## config.mk

```make
export PLATFORM = sky130hd
export DESIGN_NAME = pipe_hazard_ctrl_flat
export DESIGN_NICKNAME = d
export VERILOG_FILES = /design/src/rtl/pipe_hazard_if.sv /design/src/rtl/pipe_hazard_ctrl.sv /design/src/flat_wrapper.sv
export SDC_FILE = /design/constraint.sdc
export NUM_CORES = 1
export LEC_CHECK = 0
export BUFFER_PORTS_ARGS = -buffer_cell sky130_fd_sc_hd__buf_2
export CAP_MARGIN = 10
export CORE_ASPECT_RATIO = 1.5
export CORE_MARGIN = 3
export CORE_UTILIZATION = 30
export DETAILED_ROUTE_END_ITERATION = 7
export GPL_TIMING_DRIVEN = 0
export PLACE_DENSITY = 0.58
export SYNTH_ARGS = -nofsm -noshare
export SYNTH_HDL_FRONTEND = slang
export SYNTH_SLANG_ARGS = --single-unit
```

## constraint.sdc

```tcl
create_clock -name clk -period 4.09 [get_ports clk]
set_input_delay 0.6135 -clock clk [delete_from_list [all_inputs] [get_ports clk]]
set_output_delay 0.6135 -clock clk [all_outputs]
set_load 0.02 [all_outputs]
```

## src/rtl/pipe_hazard_if.sv

```systemverilog
// Hazard-control bundle between the 5-stage core datapath and its pipeline sequencer.
// Data-memory handshake: mem_req stays high while the MEM stage holds a load/store;
// mem_ack is high for the single cycle in which that access completes. The access
// counts as outstanding (stall) only while mem_req=1 and mem_ack=0. Dropping mem_req
// without an ack ends the wait just as an ack would.
interface pipe_hazard_if #(
  parameter int REG_AW = 5,
  parameter int CNT_W  = 16
);
  logic [REG_AW-1:0] id_rs1;
  logic [REG_AW-1:0] id_rs2;
  logic              id_use_rs1;
  logic              id_use_rs2;
  logic              ex_memRead;
  logic [REG_AW-1:0] ex_rd;
  logic              ex_br_taken;
  logic              mem_req;
  logic              mem_ack;
  logic              pc_en;
  logic              if_id_en;
  logic              if_id_flush;
  logic              id_ex_en;
  logic              id_ex_flush;
  logic              ex_mem_en;
  logic              mem_wb_flush;
  logic [1:0]        fsm_state;
  logic              timeout_err;
  logic [CNT_W-1:0]  stall_cnt;

  // Datapath side: supplies hazard information, consumes enables/flushes.
  modport master (
    output id_rs1, id_rs2, id_use_rs1, id_use_rs2, ex_memRead, ex_rd,
           ex_br_taken, mem_req, mem_ack,
    input  pc_en, if_id_en, if_id_flush, id_ex_en, id_ex_flush, ex_mem_en,
           mem_wb_flush, fsm_state, timeout_err, stall_cnt
  );

  // Sequencer side.
  modport slave (
    input  id_rs1, id_rs2, id_use_rs1, id_use_rs2, ex_memRead, ex_rd,
           ex_br_taken, mem_req, mem_ack,
    output pc_en, if_id_en, if_id_flush, id_ex_en, id_ex_flush, ex_mem_en,
           mem_wb_flush, fsm_state, timeout_err, stall_cnt
  );
endinterface

```

## src/rtl/pipe_hazard_ctrl.sv

```systemverilog
// Pipeline sequencer for the 5-stage RISC-V core: load-use stalls, taken-branch
// flushes and data-memory wait stalls, plus a sticky memory timeout flag and a
// saturating count of cycles in which the PC was held.
module pipe_hazard_ctrl #(
  parameter int REG_AW      = 5,
  parameter int BR_PENALTY  = 1,
  parameter int MEM_TIMEOUT = 15,
  parameter int CNT_W       = 16
) (
  input  logic      clk,
  input  logic      rst_n,
  pipe_hazard_if.slave hz
);
  localparam int BR_W = (BR_PENALTY > 1) ? $clog2(BR_PENALTY) : 1;
  localparam int WT_W = $clog2(MEM_TIMEOUT + 1);
  localparam logic [BR_W-1:0] BR_RELOAD = BR_W'(BR_PENALTY - 1);
  localparam logic [WT_W-1:0] WT_MAX    = WT_W'(MEM_TIMEOUT);

  typedef enum logic [1:0] {
    RUN      = 2'b00,
    BR_FLUSH = 2'b01,
    MEM_WAIT = 2'b10
  } state_t;

  state_t           state, state_nxt;
  logic [BR_W-1:0]  br_cnt, br_cnt_nxt;
  logic [WT_W-1:0]  wait_cnt, wait_cnt_nxt;
  logic             timeout_err;
  logic [CNT_W-1:0] stall_cnt;

  logic mem_stall, lu;
  logic pc_en, if_id_en, if_id_flush, id_ex_en, id_ex_flush, ex_mem_en, mem_wb_flush;

  assign mem_stall = hz.mem_req & ~hz.mem_ack;
  assign lu = hz.ex_memRead & (hz.ex_rd != '0) &
              ((hz.id_use_rs1 & (hz.id_rs1 == hz.ex_rd)) |
               (hz.id_use_rs2 & (hz.id_rs2 == hz.ex_rd)));

  // State, counters and sticky timeout; reset abandons any wait or flush in progress.
  always_ff @(posedge clk) begin
    if (!rst_n) begin
      state       <= RUN;
      br_cnt      <= '0;
      wait_cnt    <= '0;
      timeout_err <= 1'b0;
      stall_cnt   <= '0;
    end else begin
      state    <= state_nxt;
      br_cnt   <= br_cnt_nxt;
      wait_cnt <= wait_cnt_nxt;
      if (mem_stall && (wait_cnt == WT_MAX)) timeout_err <= 1'b1;
      if (!pc_en && (stall_cnt != '1)) stall_cnt <= stall_cnt + CNT_W'(1);
    end
  end

  // Next state and Mealy controls; priority is memory stall, then branch, then load-use.
  always_comb begin
    pc_en        = 1'b1;
    if_id_en     = 1'b1;
    if_id_flush  = 1'b0;
    id_ex_en     = 1'b1;
    id_ex_flush  = 1'b0;
    ex_mem_en    = 1'b1;
    mem_wb_flush = 1'b0;
    state_nxt    = state;
    br_cnt_nxt   = br_cnt;
    wait_cnt_nxt = '0;
    if (mem_stall) begin
      // Freeze everything up to MEM; a bubble goes into WB. Branch countdown is held.
      pc_en        = 1'b0;
      if_id_en     = 1'b0;
      id_ex_en     = 1'b0;
      ex_mem_en    = 1'b0;
      mem_wb_flush = 1'b1;
      state_nxt    = MEM_WAIT;
      wait_cnt_nxt = (wait_cnt == WT_MAX) ? wait_cnt : wait_cnt + WT_W'(1);
    end else if (hz.ex_br_taken) begin
      // PC loads the target this cycle; the two younger instructions are wrong-path.
      if_id_flush = 1'b1;
      id_ex_flush = 1'b1;
      if (BR_PENALTY == 1) begin
        br_cnt_nxt = '0;
        state_nxt  = RUN;
      end else begin
        br_cnt_nxt = BR_RELOAD;
        state_nxt  = BR_FLUSH;
      end
    end else begin
      case (state)
        RUN: begin
          if (lu) begin
            pc_en       = 1'b0;
            if_id_en    = 1'b0;
            id_ex_flush = 1'b1;
          end
        end
        BR_FLUSH: begin
          // Load-use is ignored here: the ID instruction is being flushed anyway.
          if (br_cnt != '0) begin
            if_id_flush = 1'b1;
            id_ex_flush = 1'b1;
            br_cnt_nxt  = br_cnt - BR_W'(1);
            if (br_cnt == BR_W'(1)) state_nxt = RUN;
          end else begin
            state_nxt = RUN;
          end
        end
        MEM_WAIT: begin
          // Ack (or dropped request) releases in this same cycle; resume any held flush.
          state_nxt = (br_cnt != '0) ? BR_FLUSH : RUN;
        end
        default: state_nxt = RUN;
      endcase
    end
    if (!rst_n) begin
      pc_en        = 1'b0;
      if_id_en     = 1'b0;
      id_ex_en     = 1'b0;
      ex_mem_en    = 1'b0;
      if_id_flush  = 1'b1;
      id_ex_flush  = 1'b1;
      mem_wb_flush = 1'b1;
    end
  end

  assign hz.pc_en        = pc_en;
  assign hz.if_id_en     = if_id_en;
  assign hz.if_id_flush  = if_id_flush;
  assign hz.id_ex_en     = id_ex_en;
  assign hz.id_ex_flush  = id_ex_flush;
  assign hz.ex_mem_en    = ex_mem_en;
  assign hz.mem_wb_flush = mem_wb_flush;
  assign hz.fsm_state    = state;
  assign hz.timeout_err  = timeout_err;
  assign hz.stall_cnt    = stall_cnt;
endmodule
```

## src/flat_wrapper.sv

```systemverilog
// flat-port wrapper written by rule: the top's interface ports become plain ports
module pipe_hazard_ctrl_flat 
#(
  parameter int REG_AW      = 5,
  parameter int BR_PENALTY  = 1,
  parameter int MEM_TIMEOUT = 15,
  parameter int CNT_W       = 16
)
  (clk, rst_n, hz_id_rs1, hz_id_rs2, hz_id_use_rs1, hz_id_use_rs2, hz_ex_memRead, hz_ex_rd, hz_ex_br_taken, hz_mem_req, hz_mem_ack, hz_pc_en, hz_if_id_en, hz_if_id_flush, hz_id_ex_en, hz_id_ex_flush, hz_ex_mem_en, hz_mem_wb_flush, hz_fsm_state, hz_timeout_err, hz_stall_cnt);
  pipe_hazard_if #(.REG_AW(REG_AW), .CNT_W(CNT_W)) hz_i ();
  input  logic clk;
  input  logic rst_n;
  input wire logic [$bits(hz_i.id_rs1)-1:0] hz_id_rs1;
  input wire logic [$bits(hz_i.id_rs2)-1:0] hz_id_rs2;
  input wire logic [$bits(hz_i.id_use_rs1)-1:0] hz_id_use_rs1;
  input wire logic [$bits(hz_i.id_use_rs2)-1:0] hz_id_use_rs2;
  input wire logic [$bits(hz_i.ex_memRead)-1:0] hz_ex_memRead;
  input wire logic [$bits(hz_i.ex_rd)-1:0] hz_ex_rd;
  input wire logic [$bits(hz_i.ex_br_taken)-1:0] hz_ex_br_taken;
  input wire logic [$bits(hz_i.mem_req)-1:0] hz_mem_req;
  input wire logic [$bits(hz_i.mem_ack)-1:0] hz_mem_ack;
  output wire logic [$bits(hz_i.pc_en)-1:0] hz_pc_en;
  output wire logic [$bits(hz_i.if_id_en)-1:0] hz_if_id_en;
  output wire logic [$bits(hz_i.if_id_flush)-1:0] hz_if_id_flush;
  output wire logic [$bits(hz_i.id_ex_en)-1:0] hz_id_ex_en;
  output wire logic [$bits(hz_i.id_ex_flush)-1:0] hz_id_ex_flush;
  output wire logic [$bits(hz_i.ex_mem_en)-1:0] hz_ex_mem_en;
  output wire logic [$bits(hz_i.mem_wb_flush)-1:0] hz_mem_wb_flush;
  output wire logic [$bits(hz_i.fsm_state)-1:0] hz_fsm_state;
  output wire logic [$bits(hz_i.timeout_err)-1:0] hz_timeout_err;
  output wire logic [$bits(hz_i.stall_cnt)-1:0] hz_stall_cnt;
  assign hz_i.id_rs1 = hz_id_rs1;
  assign hz_i.id_rs2 = hz_id_rs2;
  assign hz_i.id_use_rs1 = hz_id_use_rs1;
  assign hz_i.id_use_rs2 = hz_id_use_rs2;
  assign hz_i.ex_memRead = hz_ex_memRead;
  assign hz_i.ex_rd = hz_ex_rd;
  assign hz_i.ex_br_taken = hz_ex_br_taken;
  assign hz_i.mem_req = hz_mem_req;
  assign hz_i.mem_ack = hz_mem_ack;
  assign hz_pc_en = hz_i.pc_en;
  assign hz_if_id_en = hz_i.if_id_en;
  assign hz_if_id_flush = hz_i.if_id_flush;
  assign hz_id_ex_en = hz_i.id_ex_en;
  assign hz_id_ex_flush = hz_i.id_ex_flush;
  assign hz_ex_mem_en = hz_i.ex_mem_en;
  assign hz_mem_wb_flush = hz_i.mem_wb_flush;
  assign hz_fsm_state = hz_i.fsm_state;
  assign hz_timeout_err = hz_i.timeout_err;
  assign hz_stall_cnt = hz_i.stall_cnt;
  pipe_hazard_ctrl #(.REG_AW(REG_AW), .BR_PENALTY(BR_PENALTY), .MEM_TIMEOUT(MEM_TIMEOUT), .CNT_W(CNT_W)) u_core (.clk(clk), .rst_n(rst_n), .hz(hz_i));
endmodule
```

**Yosys cells after proc, flatten, opt, wreduce, memory -nomap -nowiden**

Cells that the tools add are included.

- Add/sub/neg operators: 3
- Eq/ne operators: 7
- Bitwise operators: 9
- Muxes and demuxes: 26
- Reductions and logical operators: 9

Operators with widths:

| cell | number |
|---|---|
| $mux 1 | 22 |
| $add 16x1->16 const B | 1 |
| $ne 16x16->1 const B | 1 |
| $eq 5x5->1 | 2 |
| $and 1x1->1 | 5 |
| $reduce_bool 5->1 | 1 |
| $add 4x1->4 const B | 1 |
| $eq 4x4->1 const B | 1 |
| $mux 2 | 2 |
| $pmux 2 s2 | 1 |
| $reduce_and 2->1 | 2 |
| $ne 3x2->1 const B | 1 |
| $not 1->1 | 3 |
| $reduce_or 3->1 | 1 |
| $eq 2x1->1 const B | 1 |
| $eq 2x2->1 const B | 1 |
| $logic_and 1x1->1 | 2 |
| $logic_not 2->1 | 1 |
| $pmux 1 s2 | 1 |
| $reduce_bool 2->1 | 1 |
| $logic_not 1->1 | 1 |
| $or 1x1->1 | 1 |
| $sub 1x1->1 const B | 1 |

- Output and inout port bits: 26
- Register bits after elaboration: 24

**Depth between registers and ports, before layout**

- Depth after elaboration: 11
- Mapped depth: 8
- Gate-level depth less buffers: 7

**Worst setup path before layout**

OpenSTA, ideal clock, no wires.

- Kind: input to output
- From: in hz_ex_rd[0]
- To: out hz_pc_en
- Path slack: 1527 ps
- Stages on the path: 5
- Data arrival time: 1949 ps
- Path buffers: 2
- Data required time: 3477 ps
- Cells stage by stage: or4_4 o21a_4 a31oi_4 buf_6 buf_4

- Cells in the longest elaborated chain, start to end: 9
- Elaborated cells between the ends (all ways): 13
- Those cells by class: eq/ne: 2; mux: 5; bitwise: 5; reduce/logical: 1

RTL lines:

| item | line | text |
|---|---|---|
| start, declared | flat_wrapper.sv:18 | `input wire logic [$bits(hz_i.ex_rd)-1:0] hz_ex_rd;` |
| $eq 5x5->1, on equally long branches | pipe_hazard_ctrl.sv:36, pipe_hazard_ctrl.sv:37 |  |
| $and 1x1->1, on equally long branches | pipe_hazard_ctrl.sv:36, pipe_hazard_ctrl.sv:37 |  |
| $or 1x1->1 | pipe_hazard_ctrl.sv:36 | `((hz.id_use_rs1 & (hz.id_rs1 == hz.ex_rd)) \|` |
| $and 1x1->1 * | pipe_hazard_ctrl.sv:35 | `assign lu = hz.ex_memRead & (hz.ex_rd != '0) &` |
| $mux 1 * (5 in series) | n/a |  |
| end, declared | flat_wrapper.sv:22 | `output wire logic [$bits(hz_i.pc_en)-1:0] hz_pc_en;` |

Mark *: on every way between the ends. The rest lies on a longest branch, timed or not.

**Final worst setup path**

- From: in hz_ex_rd[0]
- To: out hz_pc_en

- Cells in the longest elaborated chain, start to end: 9
- Elaborated cells between the ends (all ways): 13
- Those cells by class: eq/ne: 2; mux: 5; bitwise: 5; reduce/logical: 1

RTL lines:

| item | line | text |
|---|---|---|
| $eq 5x5->1, on equally long branches | pipe_hazard_ctrl.sv:36, pipe_hazard_ctrl.sv:37 |  |
| $and 1x1->1, on equally long branches | pipe_hazard_ctrl.sv:36, pipe_hazard_ctrl.sv:37 |  |
| $or 1x1->1 | pipe_hazard_ctrl.sv:36 |  |
| $and 1x1->1 * | pipe_hazard_ctrl.sv:35 |  |
| $mux 1 * | pipe_hazard_ctrl.sv:91 | `if (lu) begin` |
| $mux 1 * | pipe_hazard_ctrl.sv:89 | `case (state)` |
| $mux 1 * | pipe_hazard_ctrl.sv:77 | `end else if (hz.ex_br_taken) begin` |
| $mux 1 * | pipe_hazard_ctrl.sv:68 | `if (mem_stall) begin` |
| $mux 1 * | pipe_hazard_ctrl.sv:115 | `if (!rst_n) begin` |

Marks and branches as above.

==> results list <==
* Instance count after placement with tap cells included: 256
- After the flow finishes, the layout carries non-filler instances totaling 259.
* Hold violation total from the final report: 0
* Insertion delay of the later-clocked pin in the worst-skew pair: 0.26 ns
- In this run, synthesis inferred 0 flip-flops with an integrated enable.
* Met1 global-route usage: 14.18%
* Highest ir drop seen on vdd: 0.1131 mV
- Relative area change from synthesis to final layout: 24.63%
- # Post-CTS Setup Buffers: 0
- After layout, the worst setup slack is 1.190 ns.
* Minimum clock period: 2.900 ns
- Number of vias after detailed routing: 1327
* CTS tree: done
* Gpl congestion: 0.7507
- Worst path arrival time: 2.29 ns
- Most frequent standard cell in the layout excluding fill and tap cells: buf_2
* Post-route ant nets: 0
* Post-Route WL: 3326 um
* Required time at the endpoint of the critical path: 3.48 ns
- Setup repair after global routing missed its margin: false
* Port Buf Inserts: 47
- At the placement stage, the worst setup path has a slack of 1.183 ns.
- Detailed Routing Iterations Pass 1: 4
* Yosys cell types: 41
* Number of antenna violations at the first check in global routing: 0
- Buffers inserted to repair hold after CTS numbered 0.
- The worst setup path is of the in -> out kind.
- Type of the tightest min-delay check: reg -> reg
- The max-slew violation count is 0.
- In the final routed layout, each cell accounts on average for 12.84 um.
- In this run the number of H-tree levels came out at 1.
- Global-route wire length before repair: 5354 um
- During synthesis, Yosys emitted a total of 0 warnings.
- Number of clock sinks: 22
- Derived from the worst setup path, the maximum achievable clock frequency is 0.3448 GHz.
- Category of the worst setup path capture point: primary output
* GRT met3 Usage: 2.044%
* Nets@finish: 240
* Result of the run: complete, no violations
- Count of standard-cell rows: 29
- The region available for standard cell placement spans 0.004282 mm2.
- Overflow after GRT: 0
- After clock tree synthesis, the repair step resized 0 gates.
* Floorplan die width: 60.90 um
- Across the run, the number of max-cap violations was 0.
- DRC marker count from the first detailed-route iteration: 25
- Average footprint of a synthesized cell: 8.321 um2
* Post-route standard cell area excluding fillers: 0.001690 mm2
- Along the worst path, the maximum fanout reaches 11.
- Placed cell area: 0.001649 mm2
- Global routing usage summed across all routing layers: 12.86%
* Number of remaining DRC errors: 0
- Setup-failing EPs final: 0
* Antenna fix cells: 0
* Clock root buffer: clkbuf_8
- The die covers 0.005381 mm2.
- The clock passes through at most 2 buffers.
- Synthesized instance count: 163
- After clock tree synthesis, the clock-pin slew on the worst setup and hold paths is 0.08 ns.
- Of the available clock period, the critical path in the final layout requires 70.90%.
- Share of post-route cells with drive strength above 1: 30.99%
- 49 I/O pins were placed.
* Sequential element share of the synthesized area: 32.47%
- In the layout the commonest cells are buf_2 (49), dfxtp_1 (22), nand2_1 (16), nor2_1 (12).
* Die Ht: 88.35 um
- The clock arrives with 0.003604 ns of skew.
* Initial cell density of the core: 31.68%
* Fraction of met2 tracks used by global routing: 23.76%
- Average vias per placed instance: 5.124
- Most instantiated flip-flop cell in the synthesis netlist: dfxtp_1
* TritonCTS buffer count: 3
* Maximum number of pins on one net before global-route repair: 12
- DPL Wire Length: 2668 um
- Critical path startpoint category: primary input
- met2 is the most crowded layer.
* Async set-or-reset flop fraction in the synthesized netlist: 0%
* Syn Std Cell Area: 0.001356 mm2
- Net count after synthesis: 188
* Leakage Power: 0.6763 nW
* Number of global-route vias before repair: 1232
- In this run the power density over the cells is 254.7 mW/mm2.
- Summed over all failing endpoints, the final setup total negative slack is 0 ns.
- In this run, synthesis produced a sequential element count of 22.
-- cells by family after synthesis --
kind of cell             synth area share, %
multiplexers                           3.690
buffers and inverters                  6.826
other                                 0.2765
flip-flops                             32.47
AND/OR/NAND/NOR                        30.26
XOR/XNOR                               7.103
adder cells (fa/ha/maj)                1.845
AO/OA/AOI/OAI                          17.53
-- state kept, by name (all words and copies together) (netlist names) --
name and cells:
u_core.wait_cnt 4, u_core.hz.timeout_err 1, u_core.hz.stall_cnt 16, u_core.hz.fsm_state 1
-- power breakdown --
part,switching [W],internal [W]
sequential,0.00000343,0.000217
clock,0.0000698,0.0000658
combinational,0.0000412,0.0000333
total,0.000114,0.000316
-- path summary, 6_finish.rpt --
path,from,end,slack (ns),cells after the start
setup / recovery,hz_ex_rd[0],hz_pc_en,1.19,7
hold / removal,u_core.hz.timeout_err,u_core.hz.timeout_err,0.46,2
setup reg to reg,u_core.hz.stall_cnt[3],u_core.hz.stall_cnt[9],2.01,8
hold reg to reg,u_core.hz.timeout_err,u_core.hz.timeout_err,0.46,2
-- through the flow --
step	utilization, %	hold WS [ns]	total power [W]
after floorplan	-	0.4610	0.0002734
after detailed placement	38.52	0.4477	0.0003010
after CTS	39.48	0.4670	0.0004365
after global placement	38.52	0.4468	0.0003006
after global routing	39.48	0.5040	0.0004509
final	39.48	0.4650	0.0004305
-- cell type report --
type	instances	area [um2]
Buffer	11	70.07
Clock buffer	3	41.29
Fill cell	486	2591
Inverter	6	22.52
Multi-Input combinational cell	124	823.3
Sequential cell	22	440.4
Tap cell	46	57.56
Timing Repair Buffer	47	235.2
-- worst max-delay path: stages --
cell and delay [ns]:
buf_2 0.12, or4_4 0.54, o21a_4 0.22, a31oi_4 0.33, buf_6 0.20, buf_4 0.11, buf_2 0.14
-- synth_stat cells, types with 2 or more instances --
library cell  instances  share of area [%]
a21oi_1              11                4.1
and2_1                2               0.92
and3_1                3                1.4
buf_2                 2               0.74
buf_4                 3                1.7
buf_6                 2                1.7
clkbuf_1              3               0.83
dfxtp_1              22                 32
ha_1                  2                1.8
inv_1                 6                1.7
mux2i_1               5                3.7
nand2_1              16                4.4
nand2b_1              4                1.8
nand3_1              11                4.1
nand4_1               4                1.8
nor2_1               12                3.3
nor4_2                4                3.7
o21ai_0               3                1.1
o21ai_1               2               0.74
o31ai_1               7                3.9
o41ai_1               2                1.3
or4_1                 8                4.4
xnor2_1              11                7.1
-- layer usage --
metal	vias up	wire length (um)
met1	601	1371
met5	-	0
met3	5	117
met2	25	1785
li1	696	-
met4	0	51
No activity file was read; power rests on OpenSTA's default activity.
